**src/rtl/riscv_pkg.sv**
```systemverilog
// Shared constants and types for the RISC-V pipeline front end.
package riscv_pkg;

  localparam logic [31:0] NOP_INSTR        = 32'h0000_0013;  // addi x0, x0, 0
  localparam logic [31:0] RESET_PC_DEFAULT = 32'h0000_0000;

  // Fetch FSM: issue request, await response, hold buffered response under stall.
  typedef enum logic [1:0] {
    F_REQ  = 2'd0,
    F_WAIT = 2'd1,
    F_HOLD = 2'd2
  } fetch_state_e;

endpackage

```
**src/rtl/if_id_reg.sv**
```systemverilog
// IF/ID pipeline register: flush (bubble) > stall (hold) > load > bubble.
module if_id_reg
  import riscv_pkg::*;
(
  input  logic        clk,
  input  logic        rst_n,
  input  logic        flush_i,
  input  logic        stall_i,
  input  logic        load_i,
  input  logic [31:0] instr_i,
  input  logic [31:0] pc_i,
  input  logic [31:0] pcplus4_i,
  output logic [31:0] instr_o,
  output logic [31:0] pc_o,
  output logic [31:0] pcplus4_o,
  output logic        valid_o
);

  logic [31:0] instr_q, instr_d;
  logic [31:0] pc_q, pc_d;
  logic [31:0] pcplus4_q, pcplus4_d;
  logic        valid_q, valid_d;

  // Next-state selection; a bubble keeps the PCs and only replaces the word.
  always_comb begin
    instr_d   = instr_q;
    pc_d      = pc_q;
    pcplus4_d = pcplus4_q;
    valid_d   = valid_q;
    if (flush_i) begin
      instr_d = NOP_INSTR;
      valid_d = 1'b0;
    end else if (stall_i) begin
      // hold everything
    end else if (load_i) begin
      instr_d   = instr_i;
      pc_d      = pc_i;
      pcplus4_d = pcplus4_i;
      valid_d   = 1'b1;
    end else begin
      instr_d = NOP_INSTR;
      valid_d = 1'b0;
    end
  end

  // Register update with asynchronous reset to an empty bubble.
  always_ff @(posedge clk or negedge rst_n) begin
    if (!rst_n) begin
      instr_q   <= NOP_INSTR;
      pc_q      <= '0;
      pcplus4_q <= '0;
      valid_q   <= 1'b0;
    end else begin
      instr_q   <= instr_d;
      pc_q      <= pc_d;
      pcplus4_q <= pcplus4_d;
      valid_q   <= valid_d;
    end
  end

  assign instr_o   = instr_q;
  assign pc_o      = pc_q;
  assign pcplus4_o = pcplus4_q;
  assign valid_o   = valid_q;

endmodule

```
**src/rtl/fetch_stage.sv**
```systemverilog
// Instruction fetch stage: PC, single-outstanding imem request FSM, IF/ID register.
module fetch_stage
  import riscv_pkg::*;
#(
  parameter logic [31:0] RESET_PC = RESET_PC_DEFAULT
) (
  input  logic        clk,
  input  logic        rst_n,
  input  logic        stall_D,
  input  logic        flush_D,
  input  logic        PCSrc_E,
  input  logic [31:0] PCTarget_E,
  output logic        imem_req,
  output logic [31:0] imem_addr,
  input  logic        imem_ready,
  input  logic        imem_rvalid,
  input  logic [31:0] imem_rdata,
  output logic [31:0] Instr_D,
  output logic [31:0] PC_D,
  output logic [31:0] PCPlus4_D,
  output logic        valid_D
);

  fetch_state_e state_q, state_d;
  logic [31:0]  pc_q, pc_d;
  logic         drop_q, drop_d;
  logic [31:0]  buf_q, buf_d;

  logic [31:0]  pc_plus4;
  logic [31:0]  target;
  logic         accept;
  logic         load;
  logic [31:0]  load_instr;

  assign pc_plus4  = pc_q + 32'd4;
  assign target    = PCTarget_E & 32'hFFFF_FFFC;
  assign imem_req  = (state_q == F_REQ) && !PCSrc_E && rst_n;
  assign imem_addr = pc_q;
  assign accept    = imem_req && imem_ready;

  // FSM next state, PC selection and IF/ID load request.
  always_comb begin
    state_d    = state_q;
    pc_d       = pc_q;
    drop_d     = drop_q;
    buf_d      = buf_q;
    load       = 1'b0;
    load_instr = imem_rdata;
    unique case (state_q)
      F_REQ: begin
        if (PCSrc_E) begin
          pc_d = target;
        end else if (accept) begin
          state_d = F_WAIT;
        end
      end
      F_WAIT: begin
        if (imem_rvalid) begin
          // Response closes the transaction; it is only used if nothing
          // (drop, flush or a same-cycle redirect) marks it wrong-path.
          state_d = F_REQ;
          drop_d  = 1'b0;
          if (PCSrc_E) begin
            pc_d = target;
          end else if (!drop_q && !flush_D) begin
            if (stall_D) begin
              buf_d   = imem_rdata;
              state_d = F_HOLD;
            end else begin
              load = 1'b1;
              pc_d = pc_plus4;
            end
          end
        end else if (PCSrc_E) begin
          drop_d = 1'b1;
          pc_d   = target;
        end
      end
      F_HOLD: begin
        if (PCSrc_E) begin
          pc_d    = target;
          state_d = F_REQ;
        end else if (flush_D) begin
          state_d = F_REQ;
        end else if (!stall_D) begin
          load       = 1'b1;
          load_instr = buf_q;
          pc_d       = pc_plus4;
          state_d    = F_REQ;
        end
      end
      default: state_d = F_REQ;
    endcase
  end

  // FSM, PC and response buffer registers.
  always_ff @(posedge clk or negedge rst_n) begin
    if (!rst_n) begin
      state_q <= F_REQ;
      pc_q    <= RESET_PC;
      drop_q  <= 1'b0;
      buf_q   <= '0;
    end else begin
      state_q <= state_d;
      pc_q    <= pc_d;
      drop_q  <= drop_d;
      buf_q   <= buf_d;
    end
  end

  if_id_reg u_if_id (
    .clk       (clk),
    .rst_n     (rst_n),
    .flush_i   (flush_D),
    .stall_i   (stall_D),
    .load_i    (load),
    .instr_i   (load_instr),
    .pc_i      (pc_q),
    .pcplus4_i (pc_plus4),
    .instr_o   (Instr_D),
    .pc_o      (PC_D),
    .pcplus4_o (PCPlus4_D),
    .valid_o   (valid_D)
  );

endmodule

```
**config.mk**
```make
export PLATFORM = sky130hd
export DESIGN_NAME = fetch_stage
export DESIGN_NICKNAME = d
export VERILOG_FILES = /design/src/rtl/riscv_pkg.sv /design/src/rtl/if_id_reg.sv /design/src/rtl/fetch_stage.sv
export SDC_FILE = /design/constraint.sdc
export NUM_CORES = 1
export LEC_CHECK = 0
export ABC_AREA = 0
export BUFFER_PORTS_ARGS = -buffer_cell sky130_fd_sc_hd__buf_4
export CORE_MARGIN = 2
export CORE_UTILIZATION = 58
export DETAILED_ROUTE_END_ITERATION = 10
export PLACE_DENSITY = 0.87
export SYNTH_ARGS = -nofsm -noshare
export SYNTH_HDL_FRONTEND = slang
export SYNTH_SLANG_ARGS = --single-unit
```
**constraint.sdc**
```tcl
create_clock -name clk -period 5.4 [get_ports clk]
set_input_delay 0.54 -clock clk [delete_from_list [all_inputs] [get_ports clk]]
set_output_delay 0.54 -clock clk [all_outputs]
set_load 0.02 [all_outputs]
```
**Yosys cells after proc, flatten, opt, wreduce, memory -nomap -nowiden**

Cells that the tools add are included.

- Muxes and demuxes: 35
- Add/sub/neg operators: 1
- Eq/ne operators: 9
- Reduce and logical (&&, ||, !) cells: 15
- Bitwise logic cells: 3

Operators by type and width:

| operator | count |
|---|---|
| $mux W32 | 12 |
| $pmux W32 S3 | 1 |
| $add A32 B3 Y32 const B | 1 |
| $mux W2 | 9 |
| $mux W1 | 11 |
| $ne A4 B4 Y1 const B | 2 |
| $ne A2 B2 Y1 const B | 3 |
| $pmux W2 S3 | 1 |
| $reduce_and A3 Y1 | 2 |
| $reduce_and A5 Y1 | 1 |
| $logic_and A1 B1 Y1 | 4 |
| $reduce_and A4 Y1 | 1 |
| $logic_not A1 Y1 | 3 |
| $ne A3 B3 Y1 const B | 1 |
| $not A1 Y1 | 3 |
| $reduce_bool A3 Y1 | 1 |
| $eq A2 B1 Y1 const B | 1 |
| $eq A2 B2 Y1 const B | 1 |
| $logic_not A2 Y1 | 1 |
| $ne A2 B1 Y1 const B | 1 |
| $pmux W1 S2 | 1 |
| $reduce_and A2 Y1 | 1 |
| $reduce_bool A2 Y1 | 1 |

- Bits of input ports: 71
- Output and inout bits: 130
- Logic and storage cells: 71
- Register bits: 164

**Logic depth before layout (Yosys ltp)**

Gate-level depths: netlist (run 1).

- Word-level depth: 9
- Depth in mapped cells: 10
- Mapped depth without buffers: 7

**By module**

A second synthesis (run 1) with hierarchy kept.

- Cells, all modules: 779
- Area total of the unflattened synthesis: 8745.9 um2

By module, submodules not included:

| module | area each (um2) | seq. area each (um2) | instances | cells an instance |
|---|---|---|---|---|
| fetch_stage | 4614.4 | 1676.6 | 1 | 498 |
| if_id_reg | 4131.5 | 2431.1 | 1 | 281 |

**Least setup slack after synthesis (run 1)**

OpenSTA, ideal clock, no wires.

- Path type: flip-flop to flip-flop
- From: reg pc_q[4], in the netlist imem_addr[4]
- To: reg pc_q[21], in the netlist imem_addr[21]
- Path slack: 3089 ps
- Cell stages (with the launch flop): 7
- Data arrival time: 2218 ps
- Required time: 5306 ps
- Path through: dfrtp_1 > buf_2 > nand4_4 > or4_4 > or4_4 > o31a_1 > a221oi_2

- Cells in the longest elaborated chain, start to end: 6
- Elaborated cells on any way between the ends: 8
- Classes of those cells: 1 x add/sub; 7 x mux

RTL lines:

| element | RTL line | text |
|---|---|---|
| start, declared | fetch_stage.sv:25 | `logic [31:0] pc_q, pc_d;` |
| start signal, assigned | fetch_stage.sv:105 | `pc_q <= pc_d;` |
| $add A32 B3 Y32 (*) | fetch_stage.sv:35 | `assign pc_plus4 = pc_q + 32'd4;` |
| $mux W32 (*) | fetch_stage.sv:66, fetch_stage.sv:85 |  |
| $mux W32 | fetch_stage.sv:65 | `end else if (!drop_q && !flush_D) begin` |
| $mux W32 | fetch_stage.sv:63 | `if (PCSrc_E) begin` |
| $mux W32 | fetch_stage.sv:58 | `if (imem_rvalid) begin` |
| $pmux W32 S3 (*) | fetch_stage.sv:49 | `unique case (state_q)` |

Every way passes the cells marked *; elsewhere a longest branch is shown, timed or not. The select of a mux whose other input is x is not followed.
A chain may end at the register's enable or synchronous reset.

**Worst setup path after layout (run 1)**

- From: reg state_q[1]
- To: reg pc_q[11], in the netlist imem_addr[11]

- Cells in the longest elaborated chain, start to end: 3
- Elaborated cells on any way between the ends: 8
- Classes of those cells: 4 x eq/ne; 1 x mux; 3 x reduce/logical

RTL lines:

| element | RTL line | text |
|---|---|---|
| start, declared | fetch_stage.sv:24 | `fetch_state_e state_q, state_d;` |
| start signal, assigned | fetch_stage.sv:104 | `state_q <= state_d;` |
| $eq A2 B1 Y1, or another cell as far along | fetch_stage.sv:49 |  |
| $ne A4 B4 Y1 (no source line), or another cell as far along | n/a |  |
| $reduce_and A3 Y1 (no source line) | n/a |  |

Parallel ways exist; a longest one is shown, timed or not.

==> metrics.csv, run 1 <==
metric;value;unit
status;complete, no violations;
die_h;121;um
startpoint_type;flip-flop;
place_area;0.00944;mm^2
placementRows;42;
finish.utilization;75.1;%
layout_commonest_cell;buf_4;
port_buffers;198;
synthesis.nets;851;
drt-pass1-iter-count;5;
rr_endpoint;imem_addr[11]$_DFFE_PN0P_;
crit_fanout;11;
p_leak;4.88;nW
vias;6854;
synth_top_area_cell;dfrtp_1;
antenna_found_initial;0;
final_cell_mix;buf_4, dfrtp_1, o21ai_0, nand2_1, mux2_2;
grt_max_degree;96;
hold_path.class;in2async;
grt_use_total;30.2;%
synthFlopType;dfrtp_1;
postCtsResizedCells;0;
ios;201;
yosys-top-cells-area;dfrtp_1, mux2_2, o21ai_0;
die_w;121;um
ys_seq_area_share;50.7;%
core_area;0.0133;mm^2
fmax;335;MHz
avgViaCountPerCell;6.11;
finalSetupTns;0;ps
fin_total_pwr;5.16;mW
final_cell_area;0.0100;mm^2
ff2ff_path_depth;8;
synth_cell_types;60;
drc;0;
hpwl;14600;um
first_iter_violations;762;
synth_area_per_cell;10.3;um^2
ys_ff_latch;162;
drv_slew;0;
hold_violations;0;
gp_congestion;0.944;
path_class;reg2reg;
start_util;59.9;%
crit_path_end;imem_addr[11]$_DFFE_PN0P_;
insertion_delay;440;ps
crit_required;5720;ps
cts_buffers;17;
die_area;0.0147;mm^2
cts_buffer_depth;2;
ant_nets;0;
tritoncts;yes;
slew_headroom;30.2;%
cp-end-kind;flip-flop;
routed_wl;21800;um
cts_hold_buffers;0;
synth-edff-count;0;
grt_pass1_wl;34500;um
synth_cells;775;
overflow;0;
maxCapViolations;0;
async_flop_share;100;%
power.density;514;mW/mm^2
ir_worst_vdd;0.000401;V
worstMarginPinSlew;1040;ps
cts_root_buffer;clkbuf_16;
setup_viol;0;
fillers;924;
cp_data_arrival_time;3300;ps
finish.net_count;1009;
rsz0062_at_grt;false;
wire_per_inst;19.4;um
clkSlewWorstSetupHoldPaths;60;ps
grt_pass1_vias;6672;
post-route-period-util;55.3;%
antennaDiodeCount;0;
post_cts_buffers;0;
skew;9.90;ps
cp-startpoint;state_q[1]$_DFFE_PN0P_;
synth.top_cell.area_share;49.7;%
r2r_setup_slack;2420;ps
htreeDepth;4;
r2r_start;state_q[1]$_DFFE_PN0P_;
ys_warn_count;0;
syn_area;0.00800;mm^2
area_growth;25.3;%
cts.sinks;162;
period_needed;2980;ps
drive_gt1_share;33.3;%
[cell families after synthesis]
logic type / after synthesis / share of synthesized area, %
xor+xnor: 27 / 2.96
flops: 162 / 50.7
mux: 101 / 13.7
buf+inv: 77 / 4.58
simple gates: 211 / 12.7
compound gates: 192 / 14.6
fa+ha+maj: 5 / 0.782
[sequential cells by signal (all words and copies together), names as in the netlist]
| register | count |
|---|---|
| u_if_id.pcplus4_o | 30 |
| buf_q | 32 |
| u_if_id.valid_o | 1 |
| drop_q | 1 |
| u_if_id.instr_o | 32 |
| u_if_id.pc_o | 32 |
| imem_addr | 32 |
| state_q | 2 |
[metal layers]
layer	global-route usage [%]	up-vias	part of all wire, %
met5	0	-	0
met4	11.1	0	2.3
met2	49.9	362	48
met3	8.36	60	8.8
met1	38.3	3338	40
li1	-	3094	-
[power by group]
part	leakage [nW]	internal, mW	total, mW	switching [mW]
sequential	2.15	1.60	2.05	0.458
combinational	2.45	0.850	1.91	1.06
clock	0.282	0.671	1.19	0.521
[per-stage QoR]
stage	std cells	hold slack (ps)	worst slack [ps]
floorplan	775	244	3090
global placement	1090	462	2380
detailed placement	1090	471	2350
CTS	1122	221	2440
global route	1122	262	2250
finish	1122	173	2420
[Yosys cell counts (all sizes together) (3+ instances only)]
cell type and number:
a211oi 6, a21o 3, a21oi 34, a22oi 5, a2bb2oi 3, a31oi 3, and2 3, and3 6
and4 5, buf 29, clkbuf 37, dfrtp 159, dfstp 3, ha 5, inv 11, mux2 67
mux2i 34, nand2 90, nand2b 5, nand3 15, nand4 12, nor2 32, nor2b 4, nor3 19
nor4 9, o211ai 4, o21ai 97, o22a 4, o22ai 7, or3 5, or4 3, xnor2 19
xor2 8
[cell type report]
class / count / area (um^2) / area share [%]
clock buffer: 21 / 460 / 4.59
clock inverter: 11 / 121 / 1.21
inverter: 11 / 41.3 / 0.412
multi-input combinational: 536 / 3580 / 35.7
sequential: 162 / 4060 / 40.5
tap: 176 / 220 / 2.20
timing repair buffer: 205 / 1540 / 15.4
[critical path, stage by stage, from the launching register on]
cell      delay (ps)
dfrtp_1          400
inv_1            100
ha_1             370
nand2_1          180
o311ai_2         790
buf_4            310
nor2_1           160
a311o_1          430
o221a_2          120
[how the worst min path moves through the flow]
stage	start	to	slack [ps]
finish	rst_n	u_if_id.instr_o[16]$_DFFE_PN0N_	170
detailed placement	u_if_id.instr_o[9]$_DFFE_PN0N_	u_if_id.instr_o[9]$_DFFE_PN0N_	470
global route	rst_n	u_if_id.instr_o[12]$_DFFE_PN0N_	260
global placement	u_if_id.pcplus4_o[17]$_DFFE_PN0P_	u_if_id.pcplus4_o[17]$_DFFE_PN0P_	460
floorplan	rst_n	buf_q[0]$_DFFE_PN0P_	240
CTS	rst_n	u_if_id.instr_o[12]$_DFFE_PN0N_	220
No activity file was read; power rests on OpenSTA's default activity.
==> inputs of run 2 (changes only) <==
--- a/config.mk
+++ b/config.mk
@@ -8,9 +8,9 @@
 export ABC_AREA = 0
 export BUFFER_PORTS_ARGS = -buffer_cell sky130_fd_sc_hd__buf_4
 export CORE_MARGIN = 2
-export CORE_UTILIZATION = 58
+export CORE_UTILIZATION = 48
 export DETAILED_ROUTE_END_ITERATION = 10
-export PLACE_DENSITY = 0.87
+export PLACE_DENSITY = 0.77
 export SYNTH_ARGS = -nofsm -noshare
 export SYNTH_HDL_FRONTEND = slang
 export SYNTH_SLANG_ARGS = --single-unit
==> constraint.sdc (replaced) <==
create_clock -name clk -period 2.5 [get_ports clk]
set_input_delay 0.25 -clock clk [delete_from_list [all_inputs] [get_ports clk]]
set_output_delay 0.25 -clock clk [all_outputs]
set_load 0.02 [all_outputs]
==> run 2 against run 1 <==
Effect of this change:
- the flow now finishes with violations (negative hold slack)
- register-to-register slack worse by 2300 ps
- final area is 3.6% higher
- non-clock buffer count is 34 higher
- combinational power rose by 140%
- utilization is 12 points lower
- sequential share of layout area fell by 1.4 points
- critical endpoint is now u_if_id.pc_o[8]$_DFFE_PN0P_
- largest cell class unchanged
- largest power group is now combinational cells
- highest routed layer unchanged
==> metrics.csv, run 2 (same netlist as run 1, synthesis figures left out) <==
metric;value;unit
ant_nets;0;
startpoint_type;flip-flop;
dpl.cell_count;1168;
skew;8.00;ps
core_area;0.0164;mm^2
antenna_found_initial;0;
post_cts_buffers;0;
post-route-period-util;94.3;%
area_growth;29.8;%
insertion_delay;430;ps
fmax;424;MHz
overflow;0;
die_w;133;um
grt_pass1_wl;34900;um
crit_path_max_incr_delay;440;ps
final_cell_mix;buf_4, dfrtp_1, o21ai_0, nand2_1, mux2_2;
htreeDepth;4;
maxCapViolations;0;
die_area;0.0177;mm^2
cp_data_arrival_time;2670;ps
placementRows;47;
grt_max_degree;163;
combPwrFrac;39.5;%
setup_viol;0;
power.density;1100;mW/mm^2
antennaDiodeCount;0;
tritoncts;yes;
rsz0062_at_grt;false;
whs;-24.3;ps
die_h;133;um
seqPwrFrac;37.1;%
cts.sinks;162;
p_sw;4.51;mW
worstMarginPinSlew;851;ps
vias;6794;
p_leak;5.08;nW
hpwl;15100;um
start_util;48.8;%
grt_pass1_vias;6611;
gp_congestion;0.915;
drt-pass1-iter-count;5;
crit_required;2820;ps
cts_buffers;17;
r2r_setup_slack;140;ps
finalSetupTns;0;ps
cp_top_family;adder cells;
hold_path.class;in2async;
drive_gt1_share;35.8;%
wire_per_inst;18.0;um
path_cells;inv_1 -> ha_1 -> nor2b_1 -> o211ai_1 -> buf_12 -> mux2_2;
postCtsResizedCells;0;
drc;0;
routed_wl;21600;um
clkSlewWorstSetupHoldPaths;70;ps
path_class;reg2reg;
ir_worst_vdd;0.000583;V
avgViaCountPerCell;5.66;
grt_use_total;24.9;%
violations;negative hold slack;
status;finished with violations;
p_int;6.92;mW
crit_fanout;125;
slew_headroom;43.2;%
cp-end-kind;flip-flop;
finalNonFillerCells;1200;
port_buffers;198;
critPathBufInv;2;
ios;201;
p_clk_share;23.4;%
cts_root_buffer;clkbuf_16;
period_needed;2360;ps
cts_hold_buffers;0;
first_iter_violations;594;
swShare;39.4;%
drv_slew;0;
cts_buffer_depth;2;
layout_commonest_cell;buf_4;
hold_violations;52;
finish.net_count;1043;
crit_slowest_cell;ha_1;
==> run 2: cell types whose count changed in the layout (fill, tap and decap cells not counted), sizes merged <==
| cell | delta |
|---|---|
| buf | +34 |
| inv | +6 |
| clkbuf | -4 |
| clkinv | -1 |
| clkinvlp | -1 |
==> run 2: final cells by class <==
cell class                      count  area [um^2]
Clock inverter                     15          183
Multi-Input combinational cell    536         3580
Fill cell                        1348         6020
Inverter                           11         41.3
Tap cell                          220          275
Timing Repair Buffer              239         1820
Sequential cell                   162         4060
Clock buffer                       17          425
==> run 2: final timing paths <==
path | start | endpoint | cells after the start
max in group asynchronous | rst_n | u_if_id.pcplus4_o[26]$_DFFE_PN0P_ | 2
min in group clk | PCTarget_E[3] | imem_addr[3]$_DFFE_PN0P_ | 3
hold / removal | rst_n | buf_q[8]$_DFFE_PN0P_ | 2
setup reg to reg | state_q[0]$_DFFE_PN0P_ | u_if_id.pc_o[8]$_DFFE_PN0P_ | 6
hold reg to reg | u_if_id.valid_o$_DFFE_PN0N_ | u_if_id.valid_o$_DFFE_PN0N_ | 2
setup / recovery | state_q[0]$_DFFE_PN0P_ | u_if_id.pc_o[8]$_DFFE_PN0P_ | 6
==> run 2: worst register-to-register path: stages (launching register included) <==
cell and delay, ps:
dfrtp_1 400, inv_1 90, ha_1 440, nor2b_1 390, o211ai_1 210, buf_12 290, mux2_2 430
==> run 2: routing by layer <==
metal | vias up | wire length [um] | part of all wire [%] | global-route usage, %
met5 | - | 0 | 0 | 0
met4 | 0 | 434 | 2.0 | 8.57
met3 | 32 | 1870 | 8.6 | 6.47
met2 | 301 | 10100 | 47 | 38.5
met1 | 3303 | 9230 | 43 | 34.4
li1 | 3158 | - | - | -
==> run 2: power by group through the flow <==
| stage | registers (mW) | logic, mW | clock network [mW] |
|---|---|---|---|
| after floorplan | 4.74 | 2.07 | 0 |
| after global placement | 4.23 | 4.43 | 0 |
| after detailed placement | 4.28 | 4.51 | 0 |
| after CTS | 4.24 | 4.52 | 2.72 |
| after global routing | 4.37 | 4.86 | 2.85 |
| final | 4.24 | 4.51 | 2.68 |
==> run 2: stage by stage <==
stage | power (mW) | cell area, um^2 | utilization (%) | hold WS, ps | setup slack (ps)
final | 11.4 | 10400 | 63.3 | -24.3 | 142
after global routing | 12.1 | 10400 | 63.3 | 30.6 | 6.76
after CTS | 11.5 | 10400 | 63.3 | 27.9 | 163
after detailed placement | 8.78 | 9780 | 59.6 | 465 | 185
after global placement | 8.66 | 9780 | 59.6 | 461 | 243
after floorplan | 6.81 | 8000 | - | -45.6 | 189
